File: src/rtl/mux_seq_pkg.sv
// Shared types and helpers for the N-channel sequencing multiplexer.
package mux_seq_pkg;

    typedef enum logic [0:0] {
        IDLE = 1'b0,
        EMIT = 1'b1
    } state_t;

    // Upper bounds for chan_slice; DATA_W*N_CH of any user must fit in MAX_BUS_W.
    localparam int unsigned MAX_DATA_W = 64;
    localparam int unsigned MAX_BUS_W  = 4096;

    function automatic logic [MAX_DATA_W-1:0] chan_slice(
        input logic [MAX_BUS_W-1:0] bus,
        input int unsigned          dw,
        input int unsigned          k
    );
        logic [MAX_BUS_W-1:0]  shifted;
        logic [MAX_DATA_W-1:0] mask;
        shifted = bus >> (k * dw);
        mask    = ~({MAX_DATA_W{1'b1}} << dw);
        return shifted[MAX_DATA_W-1:0] & mask;
    endfunction

endpackage

File: src/rtl/mux_n_1.sv
// Combinational N:1 channel selector; generalisation of the 2:1 mux.
module mux_n_1
    import mux_seq_pkg::*;
#(
    parameter int DATA_W = 8,
    parameter int N_CH   = 4,
    parameter int SEL_W  = $clog2(N_CH)
) (
    input  logic [N_CH*DATA_W-1:0] bus_i,
    input  logic [SEL_W-1:0]       sel_i,
    output logic [DATA_W-1:0]      data_o
);

    logic [MAX_BUS_W-1:0]  bus_ext_s;
    logic [MAX_DATA_W-1:0] slice_s;

    // Zero-extend the bus to the helper width and pick channel sel_i.
    always_comb begin
        bus_ext_s                  = '0;
        bus_ext_s[N_CH*DATA_W-1:0] = bus_i;
        slice_s                    = chan_slice(bus_ext_s, 32'(DATA_W), 32'(sel_i));
        data_o                     = slice_s[DATA_W-1:0];
    end

endmodule

File: src/rtl/mux_seq_n.sv
// Snapshots N channels on start and streams them (SCAN) or one of them (DIRECT)
// over a valid/ready interface with fully registered outputs.
module mux_seq_n
    import mux_seq_pkg::*;
#(
    parameter int DATA_W = 8,
    parameter int N_CH   = 4,
    parameter int SEL_W  = $clog2(N_CH)
) (
    input  logic                   clk,
    input  logic                   rst,
    input  logic [N_CH*DATA_W-1:0] in_data,
    input  logic                   start,
    input  logic                   mode,
    input  logic [SEL_W-1:0]       sel_in,
    output logic [DATA_W-1:0]      out_data,
    output logic [SEL_W-1:0]       out_ch,
    output logic                   out_valid,
    input  logic                   out_ready,
    output logic                   out_last,
    output logic                   busy,
    output logic                   err
);

    localparam logic [SEL_W:0]   N_CH_EXT = (SEL_W+1)'(N_CH);
    localparam logic [SEL_W-1:0] LAST_CH  = SEL_W'(N_CH - 1);

    state_t                 state_q, state_d;
    logic [N_CH*DATA_W-1:0] snap_q, snap_d;
    logic [SEL_W-1:0]       idx_q, idx_d;
    logic [SEL_W-1:0]       last_idx_q, last_idx_d;
    logic [DATA_W-1:0]      out_data_q, out_data_d;
    logic [SEL_W-1:0]       out_ch_q, out_ch_d;
    logic                   out_valid_q, out_valid_d;
    logic                   out_last_q, out_last_d;
    logic                   busy_q, busy_d;
    logic                   err_q, err_d;
    logic [DATA_W-1:0]      mux_data_s;

    // Outputs are registered from next-state values, so the mux looks ahead.
    mux_n_1 #(
        .DATA_W (DATA_W),
        .N_CH   (N_CH),
        .SEL_W  (SEL_W)
    ) u_mux (
        .bus_i  (snap_d),
        .sel_i  (idx_d),
        .data_o (mux_data_s)
    );

    // Next-state logic: start decode, beat advance and output preparation.
    always_comb begin
        state_d    = state_q;
        snap_d     = snap_q;
        idx_d      = idx_q;
        last_idx_d = last_idx_q;
        err_d      = 1'b0;
        case (state_q)
            IDLE: begin
                if (start && !mode) begin
                    snap_d     = in_data;
                    idx_d      = '0;
                    last_idx_d = LAST_CH;
                    state_d    = EMIT;
                end else if (start && ({1'b0, sel_in} < N_CH_EXT)) begin
                    snap_d     = in_data;
                    idx_d      = sel_in;
                    last_idx_d = sel_in;
                    state_d    = EMIT;
                end else if (start) begin
                    err_d = 1'b1;
                end else begin
                    state_d = IDLE;
                end
            end
            EMIT: begin
                if (out_valid_q && out_ready && out_last_q) begin
                    state_d = IDLE;
                end else if (out_valid_q && out_ready) begin
                    idx_d = idx_q + SEL_W'(1);
                end else begin
                    state_d = EMIT;
                end
            end
            default: begin
                state_d = IDLE;
            end
        endcase

        if (state_d == EMIT) begin
            out_valid_d = 1'b1;
            busy_d      = 1'b1;
            out_data_d  = mux_data_s;
            out_ch_d    = idx_d;
            out_last_d  = (idx_d == last_idx_d);
        end else begin
            out_valid_d = 1'b0;
            busy_d      = 1'b0;
            out_data_d  = '0;
            out_ch_d    = '0;
            out_last_d  = 1'b0;
        end
    end

    // State, snapshot and output registers with synchronous reset.
    always_ff @(posedge clk) begin
        if (rst) begin
            state_q     <= IDLE;
            snap_q      <= '0;
            idx_q       <= '0;
            last_idx_q  <= '0;
            out_data_q  <= '0;
            out_ch_q    <= '0;
            out_valid_q <= 1'b0;
            out_last_q  <= 1'b0;
            busy_q      <= 1'b0;
            err_q       <= 1'b0;
        end else begin
            state_q     <= state_d;
            snap_q      <= snap_d;
            idx_q       <= idx_d;
            last_idx_q  <= last_idx_d;
            out_data_q  <= out_data_d;
            out_ch_q    <= out_ch_d;
            out_valid_q <= out_valid_d;
            out_last_q  <= out_last_d;
            busy_q      <= busy_d;
            err_q       <= err_d;
        end
    end

    assign out_data  = out_data_q;
    assign out_ch    = out_ch_q;
    assign out_valid = out_valid_q;
    assign out_last  = out_last_q;
    assign busy      = busy_q;
    assign err       = err_q;

endmodule

File: config.mk
export PLATFORM = sky130hd
export DESIGN_NAME = mux_seq_n
export DESIGN_NICKNAME = d
export VERILOG_FILES = /design/src/rtl/mux_seq_pkg.sv /design/src/rtl/mux_n_1.sv /design/src/rtl/mux_seq_n.sv
export SDC_FILE = /design/constraint.sdc
export NUM_CORES = 1
export LEC_CHECK = 0
export CAP_MARGIN = 30
export CORE_MARGIN = 2
export CORE_UTILIZATION = 43
export DETAILED_ROUTE_END_ITERATION = 8
export GPL_TIMING_DRIVEN = 0
export PLACE_DENSITY = 0.78
export SYNTH_ARGS = -nofsm -noshare
export SYNTH_HDL_FRONTEND = slang
export SYNTH_SLANG_ARGS = --single-unit
File: constraint.sdc
create_clock -name clk -period 1.44 [get_ports clk]
set_input_delay 0.288 -clock clk [delete_from_list [all_inputs] [get_ports clk]]
set_output_delay 0.288 -clock clk [all_outputs]
set_load 0.02 [all_outputs]
==> reports/summary.txt, run 1 <==
predominant post-synthesis flop cell -> dfxtp_1
Fmax -> 622 MHz
Mapped Cells -> 179
outcome -> complete, but fails checks
post-route clock period utilization -> 112%
Sw Ratio -> 25.9%
Routed WL -> 4.73 mm
drt initial violations -> 59
worst skew pair latency -> 0.30 ns
CTS Buf Count -> 5
topmost layer with routed signal wires -> met4
violated checks -> negative setup slack
RSZ-0062 raised after global routing -> yes
post-route insts no fill -> 303
Logic pwr share -> 27.2%
most instantiated cells after synthesis -> dfxtp_1 (48), mux2i_1 (48), nor2_1 (36), a22o_1 (8), clkbuf_1 (4)
pwr/cell area -> 1060 mW/mm^2
Die Span X -> 71.6 um
# fillers -> 332
Yosys cell types -> 27
TritonCTS clock tree -> done
DRC viols -> 0
WL met1 -> 2.04 mm
Buffers on Ports -> 50
Initial Utilization -> 44.8%
met3 WL -> 235 um
vias -> 1530
pin count of the biggest net entering global routing -> 15
Die ar. -> 0.00513 sq mm
CTS Buffer Depth -> 2
Setup-failing EPs final -> 12
NetSw -> 850 uW
setup TNS -> -1.26 ns
worst hold margin -> 0.412 ns
initial antenna violation count -> 0
Mapped Area -> 0.00196 sq mm
Crit Path Max Fanout -> 8
post-DP HPWL -> 2.92 mm
hold buffers post-CTS -> 0
Pleak -> 0.00125 uW
Max Slew Vio Count -> 0
synth warn -> 0
routed length per instance -> 15.6 um
register share of total power -> 44.7%
main area contributors after synthesis -> dfxtp_1 (49%), mux2i_1 (24%), nor2_1 (6.9%)
Final min period -> 1.61 ns
Final Hold Viols -> 0
layout cell share with drive strength beyond 1 -> 26.3%
Slew @ Worst Pin -> 0.530 ns
# placed instances -> 281
DR vias/cell -> 5.05
total track usage -> 17.7%
DR WL met2 -> 2.41 mm
Max-Cap Viols -> 0
root buf cell -> clkbuf_8
Clock transition at path regs -> 0.09 ns
WP data arrival -> 1.79 ns
vias in the first global route -> 1473
first-pass GRT wire length -> 6.98 mm
Seq/Total Area, Yosys -> 48.9%
Setup crit start kind -> register
EDFF count, synth -> 0
slew margin rel. -> 64.7%
VDD IR max -> 0.000749 V
Final Core Density -> 70.7%
WP data required -> 1.63 ns
critical path capture point type -> register
Pint -> 2440 uW
cell taking the most area after synthesis -> dfxtp_1
Syn Nets -> 218
nets -> 290
FP Rows -> 24
fin worst setup slack -> -0.168 ns
worst setup path category -> register to register
Detail Route Antenna Nets -> 0
core area -> 0.00438 sq mm
Synth async-reset ratio -> 0%
num ports -> 53
Yosys top cell area share -> 48.9%
H-tree depth -> 2
CTS Sinks -> 48
Hold WC Path Type -> input port to register
Routability Congestion -> 0.756
Synth Register Bits -> 48
Die Span Y -> 71.6 um
Synth Area per Inst -> 11.0 sq um
clock share of power -> 28.1%
Congestion Overflow GR -> 0
synth-to-layout area growth -> 57.9%
clock skew -> 0.0147 ns
Antenna Cells -> 0
DRT Pass-1 Iters -> 4
==> worst max-delay path: stages, from the launching register on <==
cell,delay (ns)
dfxtp_4,0.35
buf_6,0.13
nor2b_4,0.12
buf_12,0.16
buf_12,0.14
mux2i_4,0.23
mux2i_1,0.10
a22o_1,0.25
==> cell type report <==
| type | count | area [sq um] | share of cell area (%) |
|---|---|---|---|
| plain buffers | 12 | 141 | 4.56 |
| clock buffers | 6 | 72.6 | 2.34 |
| clock inverters | 1 | 30.0 | 0.968 |
| inverters | 1 | 3.75 | 0.121 |
| multi-input cells | 117 | 1140 | 36.8 |
| flip-flops and latches | 48 | 965 | 31.1 |
| well taps | 52 | 65.1 | 2.10 |
| repair buffers | 66 | 682 | 22.0 |
==> routing by layer <==
metal | track usage, % | vias to the layer above
li1 | - | 762
met1 | 22.8 | 720
met2 | 30.2 | 41
met3 | 3.66 | 7
met4 | 5.03 | 0
met5 | 0 | -
==> stage by stage <==
| step | area [sq um] | power, uW | worst slack (ns) |
|---|---|---|---|
| after floorplan | 1990 | 1910 | -0.0644 |
| after global placement | 2550 | 2150 | -0.652 |
| after detailed placement | 2550 | 2160 | -0.678 |
| after CTS | 2890 | 3180 | -0.153 |
| after global routing | 3100 | 3410 | -0.241 |
| final | 3100 | 3290 | -0.168 |
==> logic make-up (layout without fill, tap and decap cells) <==
group | after synthesis | after routing | share of synthesized area, %
multiplexers | 48 | 48 | 24.5
flip-flops | 48 | 48 | 48.9
AO/OA/AOI/OAI | 16 | 16 | 6.56
other | 1 | 1 | 0.191
AND/OR/NAND/NOR | 48 | 48 | 11.6
XOR/XNOR | 4 | 4 | 1.78
buffers and inverters | 14 | 86 | 6.50
==> power groups by stage <==
stage                     sequential (uW)  combinational, uW  clock, uW
after global placement               1480                667          0
after floorplan                      1510                395          0
after CTS                            1460                793        927
final                                1470                894        922
after global routing                 1480                947        988
after detailed placement             1480                675          0
==> flip-flops by register name, summed over array words and instances (netlist names) <==
signal and count:
state_q 1, idx_q 2, out_data 8, last_idx_q 2, out_ch 2, out_last 1, snap_q 32
==> what timing repair did <==
item | CTS | global route
cloned | 1 | 2
resized for setup | 49 | 23
buffers inserted | 8 | 5
endpoints found under the setup margin | 53 | 16
pin swaps | 3 | 5
==> layout by cell type (no fill, tap or decap), types with 3 or more instances in the layout <==
cell and n:
buf_6 5, buf_12 6, buf_4 11, nor2_1 36, mux2i_2 8, clkbuf_8 5, nor2b_1 3, mux2i_1 23
xnor2_1 3, dfxtp_1 47, a22o_1 8, dlygate4sd2_1 15, nand3b_1 3, clkdlybuf4s50_1 34, mux2i_4 17, clkbuf_1 5
==> worst paths after layout <==
check,cells past startpoint,slack [ns],startpoint,to
setup / recovery,7,-0.17,state_q,out_data[7]
hold / removal,2,0.41,rst,idx_q[0]
setup reg to reg,7,-0.17,state_q,out_data[7]
hold reg to reg,2,0.49,snap_q[17],snap_q[17]
Power figures use the tool's default switching activity.
==> run 2, diff against run 1 <==
- CORE_MARGIN: 2 -> 4
==> run 2 against run 1 <==
Global-route usage down 0.41 points; core utilization up 0.91 points; first-iteration DRC count up 1.7%; maximum frequency about the same; sequential share of layout area down 0.36 points; register-to-register slack about the same; critical endpoint is now out_data[2]; critical path depth unchanged; final area up 1.3%; clock skew down 0.010 ns; the run still ends with negative setup slack left.
==> reports/summary.txt, run 2 (same netlist as run 1, synthesis figures left out) <==
first-pass GRT wire length -> 7.36 mm
Routed WL -> 4.97 mm
VDD IR max -> 0.000932 V
GR Layer Usage met3 -> 2.90%
Final Core Density -> 71.7%
R2R Path End -> out_data[2]
total track usage -> 17.3%
post-route clock period utilization -> 112%
Multi-input gate area -> 0.00118 sq mm
WP data required -> 1.64 ns
vias in the first global route -> 1554
critical path capture point type -> register
initial antenna violation count -> 0
Hold WC Path Type -> input port to register
worst hold margin -> 0.413 ns
worst skew pair latency -> 0.30 ns
RSZ-0062 raised after global routing -> yes
hold path cells -> 2
pre-CTS setup slack -> -0.666 ns
Slew @ Worst Pin -> 0.584 ns
Worst path most repeated cell -> buf_12
Clock transition at path regs -> 0.08 ns
Max-Cap Viols -> 0
commonest non-fill, non-tap cell in the layout -> dfxtp_1
clock skew -> 0.00442 ns
violated checks -> negative setup slack
Pleak -> 0.00127 uW
root buf cell -> clkbuf_8
most used routing layer -> met2
Largest Register -> snap_q
nets -> 292
worst r2r src -> state_q
Die Span X -> 75.6 um
hold buffers post-CTS -> 0
Congestion Overflow GR -> 0
fin worst setup slack -> -0.167 ns
TritonCTS clock tree -> done
r2r worst-path depth -> 7
Worst Hold Launch -> rst
Register-to-Register Setup Slack -> -0.17 ns
routed length per instance -> 16.3 um
CTS Buffer Depth -> 2
Worst path slowest cell -> dfxtp_4
Initial Utilization -> 44.8%
delay-heaviest family, CP -> buffers and inverters
outcome -> complete, but fails checks
CTS Sinks -> 48
Setup crit start kind -> register
worst path bufs/invs -> 3
drt initial violations -> 60
Max Slew Vio Count -> 0
most frequent cells in the layout -> dfxtp_1 (46), clkdlybuf4s50_1 (34), nor2_1 (33), mux2i_1 (23), mux2i_4 (20)
Antenna Cells -> 0
num ports -> 53
H-tree depth -> 2
Crit Path Max Fanout -> 10
Die ar. -> 0.00571 sq mm
M1 GR Usage -> 22.6%
met2 Use GR -> 29.4%
Hold Crit Endpoint -> snap_q[2]
worst setup path category -> register to register
core area -> 0.00438 sq mm
flip-flop count of the largest register after layout -> 32
DRT Pass-1 Iters -> 4
pin count of the biggest net entering global routing -> 15
Fmax -> 622 MHz
WP data arrival -> 1.81 ns
Routability Congestion -> 0.744
slew margin rel. -> 61.1%
CTS Buf Count -> 5
Detail Route Antenna Nets -> 0
register area -> 966 sq um
Final min period -> 1.61 ns
# fillers -> 292
post-DP HPWL -> 3.01 mm
Die Span Y -> 75.6 um
worst-path cell chain -> buf_6 > nor2b_4 > buf_12 > buf_12 > mux2i_2 > mux2i_1 > a22o_1
Final Hold Viols -> 0
layout cell share with drive strength beyond 1 -> 28.7%
vias -> 1579
DR vias/cell -> 5.16
synth-to-layout area growth -> 59.9%
DRC viols -> 0
pwr/cell area -> 1090 mW/mm^2
max incr delay on CP -> 0.35 ns
FP Rows -> 24
Setup-failing EPs final -> 12
Buffers on Ports -> 50
-- run 2: cell types whose count changed in the layout (fill, tap and decap cells not counted), sizes merged --
cell and delta:
clkbuf -1, buf +4
-- run 2: routing by layer --
metal | share of wire (%) | wire (um)
met5 | 0 | 0
met4 | 0.82 | 41
met3 | 5.1 | 255
met2 | 51 | 2550
met1 | 43 | 2130
-- run 2: worst reg2reg max path, cell delays in order (launching register included) --
cell and delay [ns]:
dfxtp_4 0.35, buf_6 0.12, nor2b_4 0.12, buf_12 0.15, buf_12 0.18, mux2i_2 0.27, mux2i_1 0.14, a22o_1 0.19
-- run 2: worst max path at each step --
stage / startpoint / endpoint / slack, ns / cells past startpoint
2_1_floorplan: state_q / out_data[5] / -0.06 / 7
3_3_place_gp: start / out_data[3] / -0.65 / 7
3_5_place_dp: start / out_data[3] / -0.67 / 7
4_1_cts: state_q / out_data[6] / -0.18 / 8
5_1_grt: state_q / out_data[2] / -0.23 / 7
6_report: state_q / out_data[2] / -0.17 / 7
-- run 2: stage by stage --
step | power [uW] | area, sq um | TNS (ns) | instances
after floorplan | 1910 | 1990 | -0.482 | 179
after global placement | 2150 | 2550 | -17.93 | 281
after global routing | 3560 | 3140 | -2.00 | 306
final | 3440 | 3140 | -1.22 | 306
after detailed placement | 2160 | 2550 | -18.26 | 281
after CTS | 3380 | 3040 | -1.30 | 306
-- run 2: layout make-up --
| type | count | area share, % |
|---|---|---|
| clock buffer | 7 | 3.07 |
| inverter | 1 | 0.119 |
| multi-input combinational | 117 | 37.5 |
| clock inverter | 1 | 0.956 |
| sequential | 48 | 30.7 |
| timing repair buffer | 67 | 20.7 |
| buffer | 13 | 4.86 |
| tap | 52 | 2.07 |
-- run 2: timing repair --
item	CTS	global route
setup buffers	15	4
gates cloned	2	0
pin swaps	4	3
resized for setup	55	26
setup endpoints to repair	53	20
-- run 2: report_power, final --
group          internal (uW)  leakage, uW  total, uW  switching (uW)
clock network            613    0.0000645       1050             440
registers               1420     0.000395       1470            49.5
logic                    509     0.000806        912             403
total                   2540      0.00127       3440             893
==> run 3, diff against run 2 <==
- CTS_BUF_LIST: not set -> sky130_fd_sc_hd__clkbuf_16
- REMOVE_ABC_BUFFERS: not set -> 1
==> run 3 against run 2 <==
Sequential power hardly changed; non-clock buffer count is 17 lower; critical path depth unchanged; the run still ends with negative setup slack left; worst hold slack worse by 0.012 ns; power fell by 3.8%; setup slack better by 0.053 ns; flip-flop and latch count did not move; critical endpoint is now out_data[5]; core utilization shrank 7.0 points; final area is 9.7% lower; clock-buffer cell count decreased by 2.
==> reports/summary.txt, run 3 (same netlist as run 1, synthesis figures left out) <==
outcome -> complete, but fails checks
violated checks -> negative setup slack
post-route clock period utilization -> 108%
CTS Buffer Depth -> 2
Congestion Overflow GR -> 0
Crit Path Max Fanout -> 11
Clock transition at path regs -> 0.06 ns
Routed WL -> 4.71 mm
nets -> 275
routed length per instance -> 16.3 um
CTS Buf Count -> 5
VDD IR max -> 0.000617 V
Final min period -> 1.55 ns
Largest Register -> snap_q
root buf cell -> clkbuf_16
FP Rows -> 24
DRC viols -> 0
Setup crit start kind -> register
Pleak -> 0.00121 uW
# placed instances -> 272
WP data required -> 1.67 ns
Max-Cap Viols -> 0
Worst path slowest cell -> dfxtp_4
core area -> 0.00438 sq mm
Routability Congestion -> 0.772
post-route insts no fill -> 289
layout cell share with drive strength beyond 1 -> 19.0%
num ports -> 53
critical path capture point type -> register
DR vias/cell -> 5.12
H-tree depth -> 2
Hold WC Path Type -> input port to register
# fillers -> 354
pin count of the biggest net entering global routing -> 21
Die ar. -> 0.00571 sq mm
flip-flop count of the largest register after layout -> 32
Critical Path Start -> out_last
Die Span Y -> 75.6 um
Buffers on Ports -> 51
worst path bufs/invs -> 2
DRT Pass-1 Iters -> 4
commonest non-fill, non-tap cell in the layout -> dfxtp_1
Initial Utilization -> 44.8%
r2r worst-path depth -> 7
worst setup path category -> register to register
synth-to-layout area growth -> 44.4%
CTS Sinks -> 48
worst-path cell chain -> buf_4 > nor2b_4 > xnor2_2 > a21oi_4 > buf_12 > mux2i_2 > a22o_1
post-DP HPWL -> 2.84 mm
Antenna Cells -> 0
Die Span X -> 75.6 um
RSZ-0062 raised after global routing -> yes
worst skew pair latency -> 0.28 ns
pwr/cell area -> 1170 mW/mm^2
TritonCTS clock tree -> done
clock skew -> 0.00649 ns
max incr delay on CP -> 0.35 ns
pre-CTS setup slack -> -1.15 ns
fin worst setup slack -> -0.114 ns
most frequent cells in the layout -> dfxtp_1 (45), mux2i_1 (42), nor2_1 (36), clkdlybuf4s50_1 (33), dlygate4sd2_1 (15)
number of cells on the critical path -> 7
Detail Route Antenna Nets -> 0
vias in the first global route -> 1566
Finished Cell Area -> 0.00284 sq mm
vias -> 1480
delay-heaviest family, CP -> compound AO/OA/AOI/OAI gates
Final Hold Viols -> 0
Setup-failing EPs final -> 8
WP data arrival -> 1.78 ns
Max Slew Vio Count -> 0
drt initial violations -> 77
critical path capture point -> out_data[5]
Fmax -> 644 MHz
Post-DP Area -> 0.00249 sq mm
initial antenna violation count -> 0
total track usage -> 17.6%
first-pass GRT wire length -> 7.44 mm
R2R Path End -> out_data[5]
worst r2r src -> out_last
Register-to-Register Setup Slack -> -0.11 ns
overall power -> 3310 uW
## run 3: final cells by class
class | instances | area, sq um | area share (%)
flip-flops and latches | 48 | 970 | 34.2
repair buffers | 63 | 653 | 23.0
well taps | 52 | 65.1 | 2.29
inverters | 1 | 3.75 | 0.132
clock buffers | 5 | 125 | 4.41
multi-input cells | 117 | 1000 | 35.4
clock inverters | 3 | 15.0 | 0.529
## run 3: worst reg2reg max path, stage by stage, from the launching register on
cell and delay (ns):
dfxtp_4 0.35, buf_4 0.14, nor2b_4 0.12, xnor2_2 0.08, a21oi_4 0.21, buf_12 0.18, mux2i_2 0.24, a22o_1 0.18
## run 3: worst min-delay path by stage
stage	startpoint	endpoint	cells after the start
final	rst	snap_q[24]	2
after detailed placement	snap_q[9]	snap_q[9]	2
after global placement	snap_q[25]	snap_q[25]	2
after floorplan	rst	idx_q[0]	1
after CTS	rst	snap_q[24]	2
after global routing	rst	snap_q[28]	2
## run 3: what timing repair did
| item | in CTS | in global routing |
|---|---|---|
| hold buffers | 0 | 0 |
| setup buffers | 8 | 1 |
| pin swaps | 7 | 6 |
| cloned | 1 | 0 |
| setup endpoints to repair | 60 | 11 |
| gates resized for setup | 42 | 17 |
## run 3: routing by layer
metal / part of all wire (%) / global-route usage [%]
met1: 43 / 20.6
met2: 48 / 30.6
met3: 6.0 / 4.35
met4: 2.8 / 7.38
met5: 0 / 0
## run 3: where the power goes
group,internal [uW],switching (uW)
combinational,394,361
sequential,1420,36.6
clock,630,461
## run 3: metrics by stage
stage               utilization, %  hold WS [ns]  TNS, ns
global route                  64.7         0.417    -1.32
CTS                           63.7         0.395   -0.405
global placement              55.1         0.467   -85.19
finish                        64.7         0.401   -0.793
floorplan                        -         0.360   -43.36
detailed placement            56.7         0.478   -32.05
